<file path="config.mk">
export PLATFORM = sky130hd
export DESIGN_NAME = sr_latch_reader
export DESIGN_NICKNAME = d
export VERILOG_FILES = /design/src/rtl/sr_latch_reader.sv
export SDC_FILE = /design/constraint.sdc
export NUM_CORES = 1
export LEC_CHECK = 0
export CAP_MARGIN = 20
export CORE_ASPECT_RATIO = 1.5
export CORE_MARGIN = 4
export CORE_UTILIZATION = 25
export CTS_BUF_LIST = sky130_fd_sc_hd__clkbuf_8
export CTS_CLUSTER_SIZE = 20
export DETAILED_ROUTE_END_ITERATION = 16
export GPL_TIMING_DRIVEN = 0
export MAX_ROUTING_LAYER = met4
export PLACE_DENSITY = 0.41
export SYNTH_ARGS = -nofsm -noshare
export SYNTH_HDL_FRONTEND = slang
export SYNTH_SLANG_ARGS = --single-unit
</file>
<file path="constraint.sdc">
create_clock -name clk -period 2 [get_ports clk]
set_clock_uncertainty 0.2 [all_clocks]
set_input_delay 0.4 -clock clk [delete_from_list [all_inputs] [get_ports clk]]
set_output_delay 0.4 -clock clk [all_outputs]
set_load 0.005 [all_outputs]
</file>
<file path="src/rtl/sr_latch_reader.sv">
// ============================================================================
// Module  : sr_latch_reader
// Brief   : Synchronises and debounces the q / q_not rails of an async SR
//           latch. Outputs are a clean level, rise/fall pulses and a sticky
//           fault flag. Defining SR_LATCH_READER_FAULT_COUNT_EN adds a
//           saturating fault_count output.
// Revision: 1.0
// ============================================================================
`default_nettype none

module sr_latch_reader #(
  parameter int SYNC_STAGES   = 2,
  parameter int STABLE_CYCLES = 4,
  parameter int FAULT_CNT_W   = 8
) (
  input  logic clk,
  input  logic reset_n,
  input  logic q,
  input  logic q_not,
  input  logic clear_fault,
  output logic level,
  output logic rise,
  output logic fall,
  output logic fault
`ifdef SR_LATCH_READER_FAULT_COUNT_EN
  ,
  output logic [FAULT_CNT_W-1:0] fault_count
`endif
);

  localparam int CNT_W = $clog2(STABLE_CYCLES + 1);
  localparam logic [CNT_W-1:0] CNT_LAST = CNT_W'(STABLE_CYCLES);
  localparam logic [CNT_W-1:0] CNT_ONE  = CNT_W'(1);

  typedef enum logic [1:0] {
    CLS_LOW  = 2'd0,
    CLS_HIGH = 2'd1,
    CLS_INV  = 2'd2
  } cls_t;

  typedef enum logic [1:0] {
    ST_STABLE = 2'd0,
    ST_PEND   = 2'd1,
    ST_FAULT  = 2'd2
  } state_t;

  logic [SYNC_STAGES-1:0] r_q_sync;
  logic [SYNC_STAGES-1:0] r_qn_sync;
  state_t                 r_state;
  cls_t                   r_committed;
  cls_t                   r_target;
  logic [CNT_W-1:0]       r_cnt;
  cls_t                   w_sample;
  logic [CNT_W-1:0]       w_cnt_inc;
  logic                   w_commit;

  // Chains reset to the LOW pair so release never looks like an invalid input.
  always_ff @(posedge clk or negedge reset_n) begin
    if (!reset_n) begin
      r_q_sync  <= '0;
      r_qn_sync <= '1;
    end else begin
      r_q_sync  <= {r_q_sync[SYNC_STAGES-2:0], q};
      r_qn_sync <= {r_qn_sync[SYNC_STAGES-2:0], q_not};
    end
  end

  always_comb begin
    w_sample = CLS_INV;
    case ({r_q_sync[SYNC_STAGES-1], r_qn_sync[SYNC_STAGES-1]})
      2'b10:   w_sample = CLS_HIGH;
      2'b01:   w_sample = CLS_LOW;
      default: w_sample = CLS_INV;
    endcase
  end

  // A commit always carries the current sample: in PEND it only fires when
  // the sample equals the target.
  always_comb begin
    w_cnt_inc = r_cnt + 1'b1;
    w_commit  = 1'b0;
    case (r_state)
      ST_PEND: w_commit = (w_sample == r_target) && (w_cnt_inc == CNT_LAST);
      default: w_commit = (w_sample != r_committed) && (STABLE_CYCLES == 1);
    endcase
  end

  always_ff @(posedge clk or negedge reset_n) begin
    if (!reset_n) begin
      r_state     <= ST_STABLE;
      r_committed <= CLS_LOW;
      r_target    <= CLS_LOW;
      r_cnt       <= '0;
      level       <= 1'b0;
      rise        <= 1'b0;
      fall        <= 1'b0;
      fault       <= 1'b0;
    end else begin
      rise <= 1'b0;
      fall <= 1'b0;
      if (clear_fault) begin
        fault <= 1'b0;
      end
      if (w_commit) begin
        r_committed <= w_sample;
        r_cnt       <= '0;
        if (w_sample == CLS_INV) begin
          fault   <= 1'b1;
          r_state <= ST_FAULT;
        end else begin
          level   <= (w_sample == CLS_HIGH);
          rise    <= (w_sample == CLS_HIGH) && !level;
          fall    <= (w_sample == CLS_LOW) && level;
          r_state <= ST_STABLE;
        end
      end else begin
        case (r_state)
          ST_PEND: begin
            if (w_sample == r_target) begin
              r_cnt <= w_cnt_inc;
            end else if (w_sample == r_committed) begin
              r_state <= (r_committed == CLS_INV) ? ST_FAULT : ST_STABLE;
              r_cnt   <= '0;
            end else begin
              r_target <= w_sample;
              r_cnt    <= CNT_ONE;
            end
          end
          default: begin
            if (w_sample != r_committed) begin
              r_target <= w_sample;
              r_cnt    <= CNT_ONE;
              r_state  <= ST_PEND;
            end
          end
        endcase
      end
    end
  end

`ifdef SR_LATCH_READER_FAULT_COUNT_EN
  always_ff @(posedge clk or negedge reset_n) begin
    if (!reset_n) begin
      fault_count <= '0;
    end else if (w_commit && (w_sample == CLS_INV) && (fault_count != '1)) begin
      fault_count <= fault_count + 1'b1;
    end
  end
`else
  // FAULT_CNT_W only sizes the optional counter.
  if (FAULT_CNT_W < 1) begin : g_no_fault_count
  end
`endif

endmodule

`default_nettype wire

</file>
==> results of run 1 <==
==> power by group through the flow <==
stage               combinational [W]  clock (W)  sequential, W
floorplan                    0.000335          0       0.000499
global placement             0.000434          0       0.000509
detailed placement           0.000439          0       0.000511
CTS                          0.000471   0.000277       0.000508
global route                 0.000563   0.000288       0.000527
finish                       0.000517   0.000264       0.000515
==> final cells by class <==
type / count / share of cell area
clock buffer: 3 / 0.03659
clock inverter: 1 / 0.004435
inverter: 9 / 0.02993
multi-input combinational: 44 / 0.3825
sequential: 17 / 0.3792
tap: 39 / 0.04324
timing repair buffer: 16 / 0.1242
==> layer usage <==
| layer | wire length [um] | track usage | share of wire |
|---|---|---|---|
| met1 | 711 | 0.1007 | 0.44 |
| met2 | 830 | 0.1391 | 0.51 |
| met3 | 44 | 0.01744 | 0.027 |
| met4 | 43 | 0.07481 | 0.026 |
| met5 | 0 | - | 0 |
==> flip-flops by register name, indices dropped and copies added (netlist names) <==
name / flops
fall: 1
r_q_sync: 2
level: 1
fault: 1
rise: 1
r_target: 2
r_qn_sync: 2
r_state: 2
r_committed: 2
r_cnt: 3
==> logic make-up (layout without fill, tap and decap cells) <==
kind of cell / Yosys count / after routing / share of synthesized area
simple gates: 18 / 18 / 0.1282
flops: 17 / 17 / 0.5344
compound gates: 14 / 14 / 0.1219
buf+inv: 9 / 29 / 0.04218
fa+ha+maj: 5 / 5 / 0.07813
xor+xnor: 4 / 4 / 0.05314
mux: 3 / 3 / 0.04218
==> worst paths after layout <==
kind,startpoint,endpoint
setup / recovery,r_qn_sync[1],r_state[1]
hold / removal,r_qn_sync[0],r_qn_sync[1]
setup reg to reg,r_qn_sync[1],r_state[1]
hold reg to reg,r_qn_sync[0],r_qn_sync[1]
max in group asynchronous,reset_n,fault
min in group asynchronous,reset_n,r_state[0]
==> layout by cell type (no fill, tap or decap), drive strengths merged, types with 3 or more instances in the layout <==
| master | netlist | final |
|---|---|---|
| o21ai | 5 | 5 |
| mux2 | 3 | 3 |
| clkdlybuf4s50 | 0 | 8 |
| nand2 | 5 | 5 |
| clkbuf | 0 | 3 |
| buf | 0 | 8 |
| dfrtp | 15 | 15 |
| inv | 9 | 9 |
| ha | 5 | 5 |
==> metrics by stage <==
step,util,std cells
CTS,0.3600,126
global route,0.3758,129
detailed placement,0.3267,117
floorplan,-,70
finish,0.3758,129
global placement,0.3267,117
==> timing repair <==
| item | CTS | global route |
|---|---|---|
| gates resized for setup | 4 | 4 |
| pin swaps | 3 | 4 |
| buffers inserted | 5 | 3 |
| setup endpoints to repair | 6 | 9 |
==> flow_summary.toml, run 1 <==
[setup_path]
slowest_stage = "dfstp_2"
endpoint_kind = "flop"
crit_required_ns = 1.97
arrival_ns = 2.03
cp-start-kind = "flop"
r2r_slack_ns = -0.06
path_depth = 5
slowest_delay_ns = 0.56
worst-path-buf-inv = 0
worstRegToRegCells = 5
worstPathMaxFanout = 6
critPathTopFamily = "flip-flops"
critical_path_class = "flop to flop"
worstPathCellList = "ha_4 > xor2_2 > a211oi_1 > or3_1 > a22oi_1"

[cells_and_area]
regArea_um2 = 427.9
final_area_um2 = 1129
nets = 101
area_delta_synth_final_pct = 40.94
drive_gt1_frac = 0.3333
diodes = 0
multi_input_area_um2 = 431.7
fill_cells = 305

[synthesis]
synth.area.top_cells = "dfrtp_1 47%, ha_1 7.8%, dfstp_2 6.6%"
yosys.cell_count.top_type = "dfrtp_1"
ys_seq_area_frac = 0.5344
synth_top_area_share = 0.4688
syn_inst = 70
synth-seq-cells = 17
avgSynthCellArea_um2 = 11.44
synthTopCellsByCount = "15 x dfrtp_1, 9 x inv_1, 5 x ha_1, 5 x nand2_1, 5 x o21ai_0"
synthDistinctLibCells = 30
yosysWarnings = 0
synth_edf_count = 0
yosys.area.top_type = "dfrtp_1"
async_flop_share = 1.000
ys.flop_type = "dfrtp_1"
synth_area_um2 = 800.8
synth_nets = 80

[global_route]
grt_overflow = 0
grt_max_degree = 18
grt_use_total = 0.09243
antenna_found_initial = 0
grt_pass1_wl_um = 2677
grt_pass1_vias = 582

[power]
power.leakage_nw = 0.4858
clkPwrFrac = 0.204
power.total_w = 0.001296
p_comb_frac = 0.399
p_int_w = 0.0008423
p_sw_w = 0.0004541
p_sw_frac = 0.3503
irDropWorstVdd_v = 0.0003688
p_per_area_nw_per_um2 = 1149
seq_power_share = 0.398

[die]
die_h_um = 77.32
die_x_um = 54.21
rows = 24
ios = 9
start_util = 0.2667
dieArea_um2 = 4191
core_um2 = 3003

[detailed_routing]
viasPerCell = 4.512
drc = 0
vias = 582
wire_per_inst_um = 12.64
ant_nets = 0
routed_wl_um = 1630
first_pass_iters = 4
drt-initial-drc-count = 5

[placement]
gp_congestion = 0.7721
hpwl_um = 1123
pre_cts_ws_ns = -0.2257
post_dp_cell_area_um2 = 980.9
io_buffers = 8

[flow_run]
maxCapViolations = 0

[clock_tree]
cts_tree = "done"
clock_latency_ns = 0.25
cts_inserted_buffers = 3
root_buffer = "clkbuf_8"
clockBufferDepth = 2
h-tree-depth = 1
clk_pin_slew_ns = 0.07
cts.hold.buffers_added = 0
cts.sinks = 17

[timing]
hold_slack_ns = 0.1586
rsz0062_at_grt = "true"
relSlewSlack = 0.4762
worst_slew_pin_slew_ns = 0.7832
setup_violations = 4
slew_viol_final = 0
min_period_ns = 2.057
max_freq_ghz = 0.4861
min_period_over_period = 1.029
hold_viol_final = 0
worst_slack_ns = -0.05719
tns_ns = -0.1705

[outcome]
violations = "setup timing"
status = "finished with violations"

[hold_path]
holdPathStages = 0
hp-class = "flop to flop"
(Power assumes the default switching activity.)
==> run 2: changes to the inputs <==
--- a/config.mk
+++ b/config.mk
@@ -10,6 +10,7 @@
 export CORE_MARGIN = 4
 export CORE_UTILIZATION = 25
 export CTS_BUF_LIST = sky130_fd_sc_hd__clkbuf_8
+export CTS_CLUSTER_DIAMETER = 150
 export CTS_CLUSTER_SIZE = 20
 export DETAILED_ROUTE_END_ITERATION = 16
 export GPL_TIMING_DRIVEN = 0
==> results of run 2 <==
The final DEF is identical to that of run 1; final timing and power are the same.
==> patch (config.mk and constraints of run 2) <==
The option `SR_LATCH_READER_FAULT_COUNT_EN` is turned on by a define.
--- a/src/rtl/sr_latch_reader.sv
+++ b/src/rtl/sr_latch_reader.sv
@@ -8,4 +8,6 @@
 // ============================================================================
 `default_nettype none
+
+`define SR_LATCH_READER_FAULT_COUNT_EN
 
 module sr_latch_reader #(
Formal check against the unedited RTL (old outputs only; new: fault_count): equivalent (equiv_simple and equiv_induct, registers matched by name and starting in step).
==> patch against run 2 <==
The flow still finishes with violations (negative setup slack); synthesized cell count up 37%; cell area grew 54%; power up 43%; worst setup slack better by 57 ps; wire length is 61% higher; sequential cell count grew 8; area after synthesis is 44% higher; clock power is 17% higher; worst hold slack better by 0.54 ps; largest power group unchanged; highest routed layer unchanged.
==> patch: results (changes against run 2) <==
Global routing
  • Met1 usage in global routing: 0.104 (+0.00376)
  • Global Route Usage Sum: 0.101 (+0.00857)
  • Pin count of the biggest net entering global routing: 19 (+1)
  • First-pass GRT wire length: 4440 µm (+66%)
  • M3 GR Usage: 0.0161 (-0.00135)
  • M2 GR Usage: 0.177 (+0.0379)
  • Vias in the first global route: 955 (+64%)

Placement
  • DPL Wire Length: 1740 µm (+55%)
  • RePlAce Congestion: 0.692 (-10%)
  • Dpl cells: 161 (+38%)

Synthesis
  • Commonest cells in the netlist: dfrtp_1 (23), nand2_1 (9), mux2_2 (7)
  • Mapped Cells: 96 (+37%)
  • Sequential-to-total area share from yosys stat: 0.546 (+0.0113)

STA
  • Relative slew slack: 0.688 (+0.211)
  • Final setup fails: 1 (-3)
  • Final Worst Setup Slack: -0.228 ps (+57.0 ps)

CTS
  • Clk_lat worst skew: 270 ps (+20 ps)
  • Reg clk slew, reported paths: 90 ps (+20 ps)

Detailed routing
  • 1st-iter DRT viols: 20 (+15)
  • Avg Vias per Cell: 4.79 (+6.2%)
  • WL per Instance: 14.7 µm (+16%)

Outcome
  • Outcome: finished with violations
  • Failing checks: negative setup slack

Pwr
  • VDD IR max: 0.398 mV (+8.0%)

Layout
  • Nets: 142 (+41%)
  • Fillcell total: 452 (+48%)

Worst setup path
  • R2R depth: 7 (+2)
  • Worst-path fanout max: 3 (-3)
  • Worst EP arrival: 1960 ps (-70 ps)
[patch: area by class of cell]
class                           count  area share
Clock buffer                        3      0.0237
Clock inverter                      1     0.00431
Inverter                            6      0.0129
Multi-Input combinational cell     64       0.394
Sequential cell                    25       0.360
Tap cell                           48      0.0345
Timing Repair Buffer               31       0.170
[patch: final timing paths]
check	from	to	slack (ps)
setup reg to reg	r_qn_sync[1]$_DFF_PN1_	fault_count[6]$_DFFE_PN0P_	-0.2
setup / recovery	r_qn_sync[1]$_DFF_PN1_	fault_count[6]$_DFFE_PN0P_	-0.2
hold / removal	r_q_sync[0]$_DFF_PN0_	r_q_sync[1]$_DFF_PN0_	160
max in group asynchronous	reset_n	fault$_DFF_PN0_	910
min in group asynchronous	reset_n	fall$_DFF_PN0_	240
hold reg to reg	r_q_sync[0]$_DFF_PN0_	r_q_sync[1]$_DFF_PN0_	160
[patch: kinds of logic (layout without fill, tap and decap cells)]
logic type / Yosys count / in the layout / synth area share
compound gates: 10 / 10 / 0.0609
mux: 7 / 7 / 0.0685
xor+xnor: 9 / 9 / 0.0815
fa+ha+maj: 6 / 6 / 0.0652
flops: 25 / 25 / 0.546
buf+inv: 7 / 41 / 0.0239
simple gates: 32 / 32 / 0.154
[patch: layer usage]
metal	vias up	part of all wire
met4	0	0.011
li1	405	-
met2	17	0.57
met5	-	0
met1	429	0.39
met3	2	0.026
[patch: metrics by stage]
| step | power, W | cell area (µm²) | setup WS, ps |
|---|---|---|---|
| 2_1_floorplan | 0.00102 | 1150 | 5.48 |
| 3_3_place_gp | 0.00117 | 1370 | -187 |
| 3_5_place_dp | 0.00120 | 1400 | -225 |
| 4_1_cts | 0.00172 | 1650 | -57.3 |
| 5_1_grt | 0.00197 | 1740 | -72.9 |
| 6_report | 0.00186 | 1740 | -0.228 |
[patch: worst reg2reg max path, stage by stage (launching register included)]
cell     delay (ps)
dfstp_2         570
inv_2            60
ha_4            180
xnor2_4         150
buf_6           140
and4_4          220
nand4_1         100
mux2_2          280
[patch: repair_timing]
item,CTS,global route
buffers inserted,10,4
hold buffers,0,0
pin swaps,12,13
endpoints found under the setup margin,13,15
endpoints found under the hold margin,0,0
resized for setup,24,11
[patch: where the power goes]
group	total (W)	internal, W	switching, W
combinational	0.000810	0.000460	0.000350
sequential	0.000736	0.000612	0.000124
clock	0.000309	0.000141	0.000168
